<file path="src/rtl/rotary_quad_decoder_pkg.sv">
// rtl/rotary_quad_decoder_pkg.sv - shared FSM states, direction codes and defaults for the rotary encoder decoder.
package rotary_quad_decoder_pkg;

  typedef enum logic [2:0] {
    S_IDLE = 3'd0,
    S_CW1  = 3'd1,
    S_CW2  = 3'd2,
    S_CW3  = 3'd3,
    S_CCW1 = 3'd4,
    S_CCW2 = 3'd5,
    S_CCW3 = 3'd6
  } rot_state_e;

  localparam logic DIR_CW  = 1'b1;
  localparam logic DIR_CCW = 1'b0;

  // 100 us of stability at a 50 MHz system clock.
  localparam int DEFAULT_DEBOUNCE_CYCLES = 5000;

  // Quadrature pairs are always written {a,b}.
  localparam logic [1:0] PAIR_00 = 2'b00;
  localparam logic [1:0] PAIR_01 = 2'b01;
  localparam logic [1:0] PAIR_10 = 2'b10;
  localparam logic [1:0] PAIR_11 = 2'b11;

endpackage

</file>
<file path="src/rtl/rotary_quad_decoder_debounce_filter.sv">
// rtl/rotary_quad_decoder_debounce_filter.sv - two-flop synchroniser followed by a stable-count filter for one asynchronous input pin.
module debounce_filter
  import rotary_quad_decoder_pkg::*;
#(
  parameter int DEBOUNCE_CYCLES = DEFAULT_DEBOUNCE_CYCLES,
  parameter int DB_CNT_W        = 13
) (
  input  logic clk,
  input  logic rst,
  input  logic din,
  output logic dout
);

  localparam logic [DB_CNT_W-1:0] CNT_LAST = DB_CNT_W'(DEBOUNCE_CYCLES - 1);

  logic                sync1_q, sync1_d;
  logic                sync2_q, sync2_d;
  logic                deb_q,   deb_d;
  logic [DB_CNT_W-1:0] cnt_q,   cnt_d;

  always_comb begin
    sync1_d = din;
    sync2_d = sync1_q;
    deb_d   = deb_q;
    cnt_d   = '0;
    // Any sample that agrees with the accepted level restarts the stability window.
    if (sync2_q != deb_q) begin
      if (cnt_q == CNT_LAST) begin
        deb_d = sync2_q;
      end else begin
        cnt_d = cnt_q + DB_CNT_W'(1);
      end
    end
  end

  always_ff @(posedge clk or posedge rst) begin
    if (rst) begin
      sync1_q <= 1'b0;
      sync2_q <= 1'b0;
      deb_q   <= 1'b0;
      cnt_q   <= '0;
    end else begin
      sync1_q <= sync1_d;
      sync2_q <= sync2_d;
      deb_q   <= deb_d;
      cnt_q   <= cnt_d;
    end
  end

  assign dout = deb_q;

endmodule

</file>
<file path="src/rtl/rotary_quad_decoder.sv">
// rtl/rotary_quad_decoder.sv - debounced quadrature rotary encoder decoder producing step events, a wrapping position count and a push-button press pulse.
module rotary_quad_decoder
  import rotary_quad_decoder_pkg::*;
#(
  parameter int DEBOUNCE_CYCLES = DEFAULT_DEBOUNCE_CYCLES,
  parameter int DB_CNT_W        = 13,
  parameter int POS_W           = 8
) (
  input  logic             Clock,
  input  logic             Reset,
  input  logic             ROT_A,
  input  logic             ROT_B,
  input  logic             ROT_CENTER,
  output logic             oRotEvent,
  output logic             oRotDir,
  output logic [POS_W-1:0] oPosition,
  output logic             oCenterPress,
  output logic             oCenterLevel
);

  logic a_deb, b_deb, center_deb;
  logic [1:0] pair;

  debounce_filter #(
    .DEBOUNCE_CYCLES(DEBOUNCE_CYCLES),
    .DB_CNT_W       (DB_CNT_W)
  ) u_deb_a (
    .clk (Clock),
    .rst (Reset),
    .din (ROT_A),
    .dout(a_deb)
  );

  debounce_filter #(
    .DEBOUNCE_CYCLES(DEBOUNCE_CYCLES),
    .DB_CNT_W       (DB_CNT_W)
  ) u_deb_b (
    .clk (Clock),
    .rst (Reset),
    .din (ROT_B),
    .dout(b_deb)
  );

  debounce_filter #(
    .DEBOUNCE_CYCLES(DEBOUNCE_CYCLES),
    .DB_CNT_W       (DB_CNT_W)
  ) u_deb_center (
    .clk (Clock),
    .rst (Reset),
    .din (ROT_CENTER),
    .dout(center_deb)
  );

  assign pair = {a_deb, b_deb};

  rot_state_e       state_q,       state_d;
  logic             rot_event_q,   rot_event_d;
  logic             rot_dir_q,     rot_dir_d;
  logic [POS_W-1:0] position_q,    position_d;
  logic             center_prev_q, center_prev_d;
  logic             press_q,       press_d;

  // Unlisted pairs, including two-bit jumps, leave the state untouched.
  always_comb begin
    state_d     = state_q;
    rot_event_d = 1'b0;
    rot_dir_d   = rot_dir_q;
    position_d  = position_q;
    case (state_q)
      S_IDLE: begin
        if (pair == PAIR_10)      state_d = S_CW1;
        else if (pair == PAIR_01) state_d = S_CCW1;
      end
      S_CW1: begin
        if (pair == PAIR_11)      state_d = S_CW2;
        else if (pair == PAIR_00) state_d = S_IDLE;
      end
      S_CW2: begin
        if (pair == PAIR_01)      state_d = S_CW3;
        else if (pair == PAIR_10) state_d = S_CW1;
      end
      S_CW3: begin
        if (pair == PAIR_00) begin
          state_d     = S_IDLE;
          rot_event_d = 1'b1;
          rot_dir_d   = DIR_CW;
          position_d  = position_q + POS_W'(1);
        end else if (pair == PAIR_11) begin
          state_d = S_CW2;
        end
      end
      S_CCW1: begin
        if (pair == PAIR_11)      state_d = S_CCW2;
        else if (pair == PAIR_00) state_d = S_IDLE;
      end
      S_CCW2: begin
        if (pair == PAIR_10)      state_d = S_CCW3;
        else if (pair == PAIR_01) state_d = S_CCW1;
      end
      S_CCW3: begin
        if (pair == PAIR_00) begin
          state_d     = S_IDLE;
          rot_event_d = 1'b1;
          rot_dir_d   = DIR_CCW;
          position_d  = position_q - POS_W'(1);
        end else if (pair == PAIR_11) begin
          state_d = S_CCW2;
        end
      end
      default: state_d = S_IDLE;
    endcase
  end

  always_comb begin
    center_prev_d = center_deb;
    press_d       = center_deb & ~center_prev_q;
  end

  always_ff @(posedge Clock or posedge Reset) begin
    if (Reset) begin
      state_q       <= S_IDLE;
      rot_event_q   <= 1'b0;
      rot_dir_q     <= 1'b0;
      position_q    <= '0;
      center_prev_q <= 1'b0;
      press_q       <= 1'b0;
    end else begin
      state_q       <= state_d;
      rot_event_q   <= rot_event_d;
      rot_dir_q     <= rot_dir_d;
      position_q    <= position_d;
      center_prev_q <= center_prev_d;
      press_q       <= press_d;
    end
  end

  assign oRotEvent    = rot_event_q;
  assign oRotDir      = rot_dir_q;
  assign oPosition    = position_q;
  assign oCenterPress = press_q;
  assign oCenterLevel = center_deb;

endmodule

</file>
<file path="config.mk">
export PLATFORM = sky130hd
export DESIGN_NAME = rotary_quad_decoder
export DESIGN_NICKNAME = d
export VERILOG_FILES = /design/src/rtl/rotary_quad_decoder_pkg.sv /design/src/rtl/rotary_quad_decoder_debounce_filter.sv /design/src/rtl/rotary_quad_decoder.sv
export SDC_FILE = /design/constraint.sdc
export NUM_CORES = 1
export LEC_CHECK = 0
export BUFFER_PORTS_ARGS = -buffer_cell sky130_fd_sc_hd__buf_2
export CAP_MARGIN = 0
export CORE_ASPECT_RATIO = 0.8
export CORE_MARGIN = 5
export CORE_UTILIZATION = 40
export DETAILED_ROUTE_END_ITERATION = 12
export GPL_ROUTABILITY_DRIVEN = 0
export GPL_TIMING_DRIVEN = 0
export SLEW_MARGIN = 5
export SYNTH_ARGS = -nofsm -noshare
export SYNTH_HDL_FRONTEND = slang
export SYNTH_SLANG_ARGS = --single-unit
</file>
<file path="constraint.sdc">
create_clock -name Clock -period 3 [get_ports Clock]
set_clock_uncertainty 0.1 [all_clocks]
set_input_delay 0.3 -clock Clock [delete_from_list [all_inputs] [get_ports Clock]]
set_output_delay 0.3 -clock Clock [all_outputs]
set_load 0.02 [all_outputs]
</file>
* Word level (Yosys, flattened, before mapping)
Index checks and enable logic that the tools add are counted.
Word-level totals: output and inout bits 12, bits of input ports 5, logic and storage cells 81, bits in registers 63
Cells by class: equality and inequality tests 20, bitwise logic cells 2, $add $sub $neg 5, muxes and demuxes 27, reductions and logical operators 9
Operator list (number):
- $mux W13 | 6
- $add A13 B1 Y13 const B | 3
- $eq A13 B13 Y1 const B | 3
- $mux W3 | 12
- $pmux W3 S7 | 1
- $mux W8 | 2
- $pmux W8 S2 | 1
- $eq A3 B3 Y1 const B | 3
- $ne A3 B3 Y1 const B | 3
- $add A8 B1 Y8 const B | 1
- $sub A8 B1 Y8 const B | 1
- $eq A3 B2 Y1 const B | 2
- $reduce_and A2 Y1 | 3
- $reduce_and A3 Y1 | 2
- $eq A2 B2 Y1 const B | 2
- $mux W1 | 4
- $ne A2 B2 Y1 const B | 2
- $eq A3 B1 Y1 const B | 1
- $logic_not A3 Y1 | 1
- $ne A1 B1 Y1 | 3
- $eq A2 B1 Y1 const B | 1
- $logic_not A2 Y1 | 1
- $pmux W1 S2 | 1
- $reduce_bool A2 Y1 | 1
- 3 further kinds | 3

* Logic depth before layout (Yosys ltp)
word-level depth 4, gate-level depth with buffers 7, mapped depth without buffers 7

* Modules after synthesis
From an unflattened synthesis, not the netlist that was laid out.
Second synthesis, totals: cells, all modules 296, area, all modules 3101.7 um^2
Modules (own cells, without submodules):
- debounce_filter | cells each 68, times used 3, area an instance 721.9 um^2
- rotary_quad_decoder | cells each 92, times used 1, area an instance 935.9 um^2

* Worst setup path before layout
No wires, ideal clock.
path type register -> register, from register state_q[0], to register position_q[6], in the netlist oPosition[6], cell stages (with the launch flop) 7, required time 2.769 ns, library setup time 0.131 ns, setup slack 1.214 ns, arrival 1.555 ns, period minus slack after synthesis 1.786 ns, path through dfrtp_1 > nand3b_2 > xnor2_1 > ha_1 > nor4_1 > o21ai_0 > xnor2_1
On the way: word-level cells in the longest chain between the ends 3, elaborated cells between the ends (all ways) 7, classes of those cells 4 x eq/ne; 1 x mux; 2 x reduce/logical
Ends and longest elaborated chain:
- start, declared | line rotary_quad_decoder.sv:56 | rot_state_e state_q, state_d;
- start signal, assigned | line rotary_quad_decoder.sv:128 | state_q <= state_d;
- $eq A3 B2 Y1 / $eq A3 B3 Y1 (equally long branches) | line rotary_quad_decoder.sv:69 | case (state_q)
- $ne A2 B2 Y1 (no line) / $reduce_bool A2 Y1 (equally long branches)
- $reduce_and A3 Y1 (no line)
- end signal, assigned | line rotary_quad_decoder.sv:131 | position_q <= position_d;
- end, declared | line rotary_quad_decoder.sv:59 | logic [POS_W-1:0] position_q, position_d;
Parallel ways exist; a longest one is shown, timed or not. A chain may end at the register's enable or synchronous reset.

* Worst setup path in the final report
Same ends and word-level chain as after synthesis.

==> results.toml <==
[clocking]
clock_tree.htree_level_count = 3
clock_root_buffer_master = "sky130_fd_sc_hd__clkbuf_8"
cts_resized = 0
worst_skew_pair.late_latency_ns = 0.34
cts.path.max_buffers = 2
tritoncts_clock_tree = "built"
clkSinkCount = 63
clkSlewWorstSetupHoldPaths_ns = 0.07
number_of_clock_buffers_inserted_by_tritoncts = 9

[worst_setup_path]
cpMostUsedCell = "sky130_fd_sc_hd__xnor2_1"
critical_path.max_stage_delay_ns = 0.44
r2r_cells = 7
timing.critical_path.slowest_stage_cell = "sky130_fd_sc_hd__dfrtp_1"
timing.critical_path.cells = "nand3b_2 > xnor2_1 > ha_1 > inv_1 > nor3b_1 > o21ai_0 > xnor2_1"
setup.worst_path.start_class = "flop"
cp_max_fo = 10
cp.required_ns = 3.13
critPathTopFamily = "simple AND/OR/NAND/NOR gates"
timing.critical_path.to_type = "flop"
regToRegEndpoint = "oPosition[6]$_DFFE_PP0P_"
crit_end = "oPosition[6]$_DFFE_PP0P_"
cp.arrival_ns = 2.12
regToRegSetupSlack_ns = 1.01
crit_path_start = "state_q[0]$_DFFE_PP0P_"
path_class = "flop to flop"
r2r_start = "state_q[0]$_DFFE_PP0P_"
cp.depth = 7
cp.buffers_inverters = 1

[yosys]
postSynth.asyncResetShare_pct = 100
ys_seq_area_share_pct = 50.5
synth.cell_area_um2 = 3120
main_area_contributors_after_synthesis = "sky130_fd_sc_hd__dfrtp_1, sky130_fd_sc_hd__xnor2_1, sky130_fd_sc_hd__xor2_1, sky130_fd_sc_hd__nor2_1, sky130_fd_sc_hd__ha_1"
syn-num-nets = 318
dominantRegCellSynth = "sky130_fd_sc_hd__dfrtp_1"
syn_area_per_cell_um2 = 10.2
post_synth_inst_count = 305
synth_cell_types = 48
post_synth_most_frequent_cells = "sky130_fd_sc_hd__dfrtp_1, sky130_fd_sc_hd__nor2_1, sky130_fd_sc_hd__xnor2_1, sky130_fd_sc_hd__nand3_1, sky130_fd_sc_hd__xor2_1"
number_of_synthesized_flops_with_an_enable_pin = 0
most_frequent_cell_after_synthesis = "sky130_fd_sc_hd__dfrtp_1"
synth_top_area_share_pct = 50.5
synth_top_area_cell = "sky130_fd_sc_hd__dfrtp_1"
ys_warn_count = 0
ys_ff_latch = 63

[detailed_routing]
post-route-drc-count = 0
ant_nets = 0
wl_um = 5390
detail_route.wl_per_cell_um = 12.1
initialDrtViolationCount = 94
drt-pass1-iter-count = 4
dr_total_vias = 2196
via_per_inst = 4.93

[place]
port_buffers = 16
hpwl_reported_at_the_end_of_detailed_placement_um = 3560
dpl.cell_count = 426

[floorplanning]
initial_core_util_pct = 41.7
chipHeight_um = 89.0
io_pins = 17
placement_row_count = 28
die_width_um = 109
design.core.area_um2 = 7500
die_area_um2 = 9690

[global_routing]
grt_first_pass_wirelength_um = 9740
grt_pass1_vias = 2168
grt_start_max_net_pins = 64
groute.usage.overall_pct = 12.8
antenna_found_initial = 0
globalRouteOverflowTotal = 0

[layout]
antenna_cells = 0
number_of_standard_cells_in_the_final_layout_excluding_fillers = 445
design.final.nets = 348
layout-area-overhead-vs-synth_pct = 13.4
drive_above_1_share_pct = 15.9

[sta]
unrepaired_setup_endpoints_after_global_routing = "no"
relative_max_transition_margin_pct = 50.2
layout_worst_path_cycle_share_pct = 66.4
holdWs_ns = -0.00134
worst_pin_slew_ns = 0.746
report.final.setup_viol = 0
maxSlewViolCount = 0
finalSetupTns_ns = 0
timing.fmax_ghz = 0.502
timing_hold_violations_final = 5
min_period_ns = 1.99

[power]
worst_ir_drop_vdd_uv = 167
pwr_density_cell_nw_per_um2 = 447
leakagePower_nw = 1.55

[status]
run_status = "finished with violations"
failing_checks = "hold timing"

[run]
maxCapViolCount = 0

[worst_hold_path]
worst_hold_path_type = "primary input to async pin"
-- kinds of logic (layout without fill, tap and decap cells) --
family                     count (synthesis)  in the layout  synth area share, %
xor gates and xnor gates                  44             44                 12.3
AOI/OAI and AO/OA                         21             21                 3.73
and+or+nand+nor                          143            143                 25.0
muxes                                      7              7                 2.44
DFF                                       63             63                 50.5
adders and majority gates                  8              8                 3.21
buffers and inverters                     19             54                 2.76
-- what timing repair did --
item / CTS / global route
hold buffers: 3 / 0
hold endpoints to repair: 3 / 0
setup buffers: 0 / 0
-- layout make-up --
type	count	area, um^2
buffer	10	52.6
fill	714	3960
inverter	9	36.3
timing repair buffer	19	110
tap	105	131
clock buffer	11	141
sequential	63	1580
multi-input combinational	223	1460
clock inverter	5	33.8
-- flip-flops by register name (all words and copies together) (netlist names), 3 cells and up --
| signal | count |
|---|---|
| state_q | 3 |
| u_deb_a.cnt_q | 13 |
| u_deb_center.cnt_q | 13 |
| u_deb_b.cnt_q | 13 |
| oPosition | 8 |
-- layout by cell type (no fill, tap or decap), drive strengths merged, types with 3 or more instances in the layout --
cell type    count
nand3           20
nand2           15
inv              9
ha               8
nor3b            3
and2             6
xor2            19
mux2             5
and4             3
dfrtp           63
nor4             7
nor3             8
and3             8
clkbuf          17
buf             20
dlygate4sd3      3
clkinv           3
o21ai           13
nor2            45
xnor2           25
nand4           12
a21oi            4
-- report_power, final --
group | switching [W] | total (W) | internal, W
Clock | 0.000331 | 0.000651 | 0.000321
Sequential | 0.0000128 | 0.000876 | 0.000863
Combinational | 0.0000373 | 0.0000566 | 0.0000193
-- how the worst min path moves through the flow --
stage	from	end	cells past startpoint
6_report	Reset	u_deb_center.cnt_q[12]$_DFF_PP0_	2
5_1_grt	Reset	u_deb_center.cnt_q[0]$_DFF_PP0_	2
3_3_place_gp	u_deb_b.sync1_q$_DFF_PP0_	u_deb_b.sync2_q$_DFF_PP0_	0
2_1_floorplan	u_deb_a.sync1_q$_DFF_PP0_	u_deb_a.sync2_q$_DFF_PP0_	0
3_5_place_dp	u_deb_a.sync1_q$_DFF_PP0_	u_deb_a.sync2_q$_DFF_PP0_	0
4_1_cts	Reset	u_deb_b.cnt_q[11]$_DFF_PP0_	2
-- routing by layer --
layer  global-route usage [%]  wire length (um)  vias to the layer above
li1                         -                 -                     1114
met1                     16.6              2800                     1040
met2                     19.3              2250                       35
met3                     5.27               263                        7
met4                     4.59                67                        0
met5                        0                 0                        -
-- stage by stage --
step                hold slack (ns)  setup WS, ns  area (um^2)  util, %  total power (W)
finish                     -0.00134          1.01         3540     47.2          0.00158
global route                 0.0609         0.815         3540     47.2          0.00167
CTS                          0.0254         0.994         3540     47.2          0.00161
detailed placement            0.235          1.02         3340     44.5         0.000948
global placement              0.234         0.179         3330     44.5         0.000947
floorplan                     0.231          1.03         3120        -         0.000930
No activity file was read; power rests on OpenSTA's default activity.
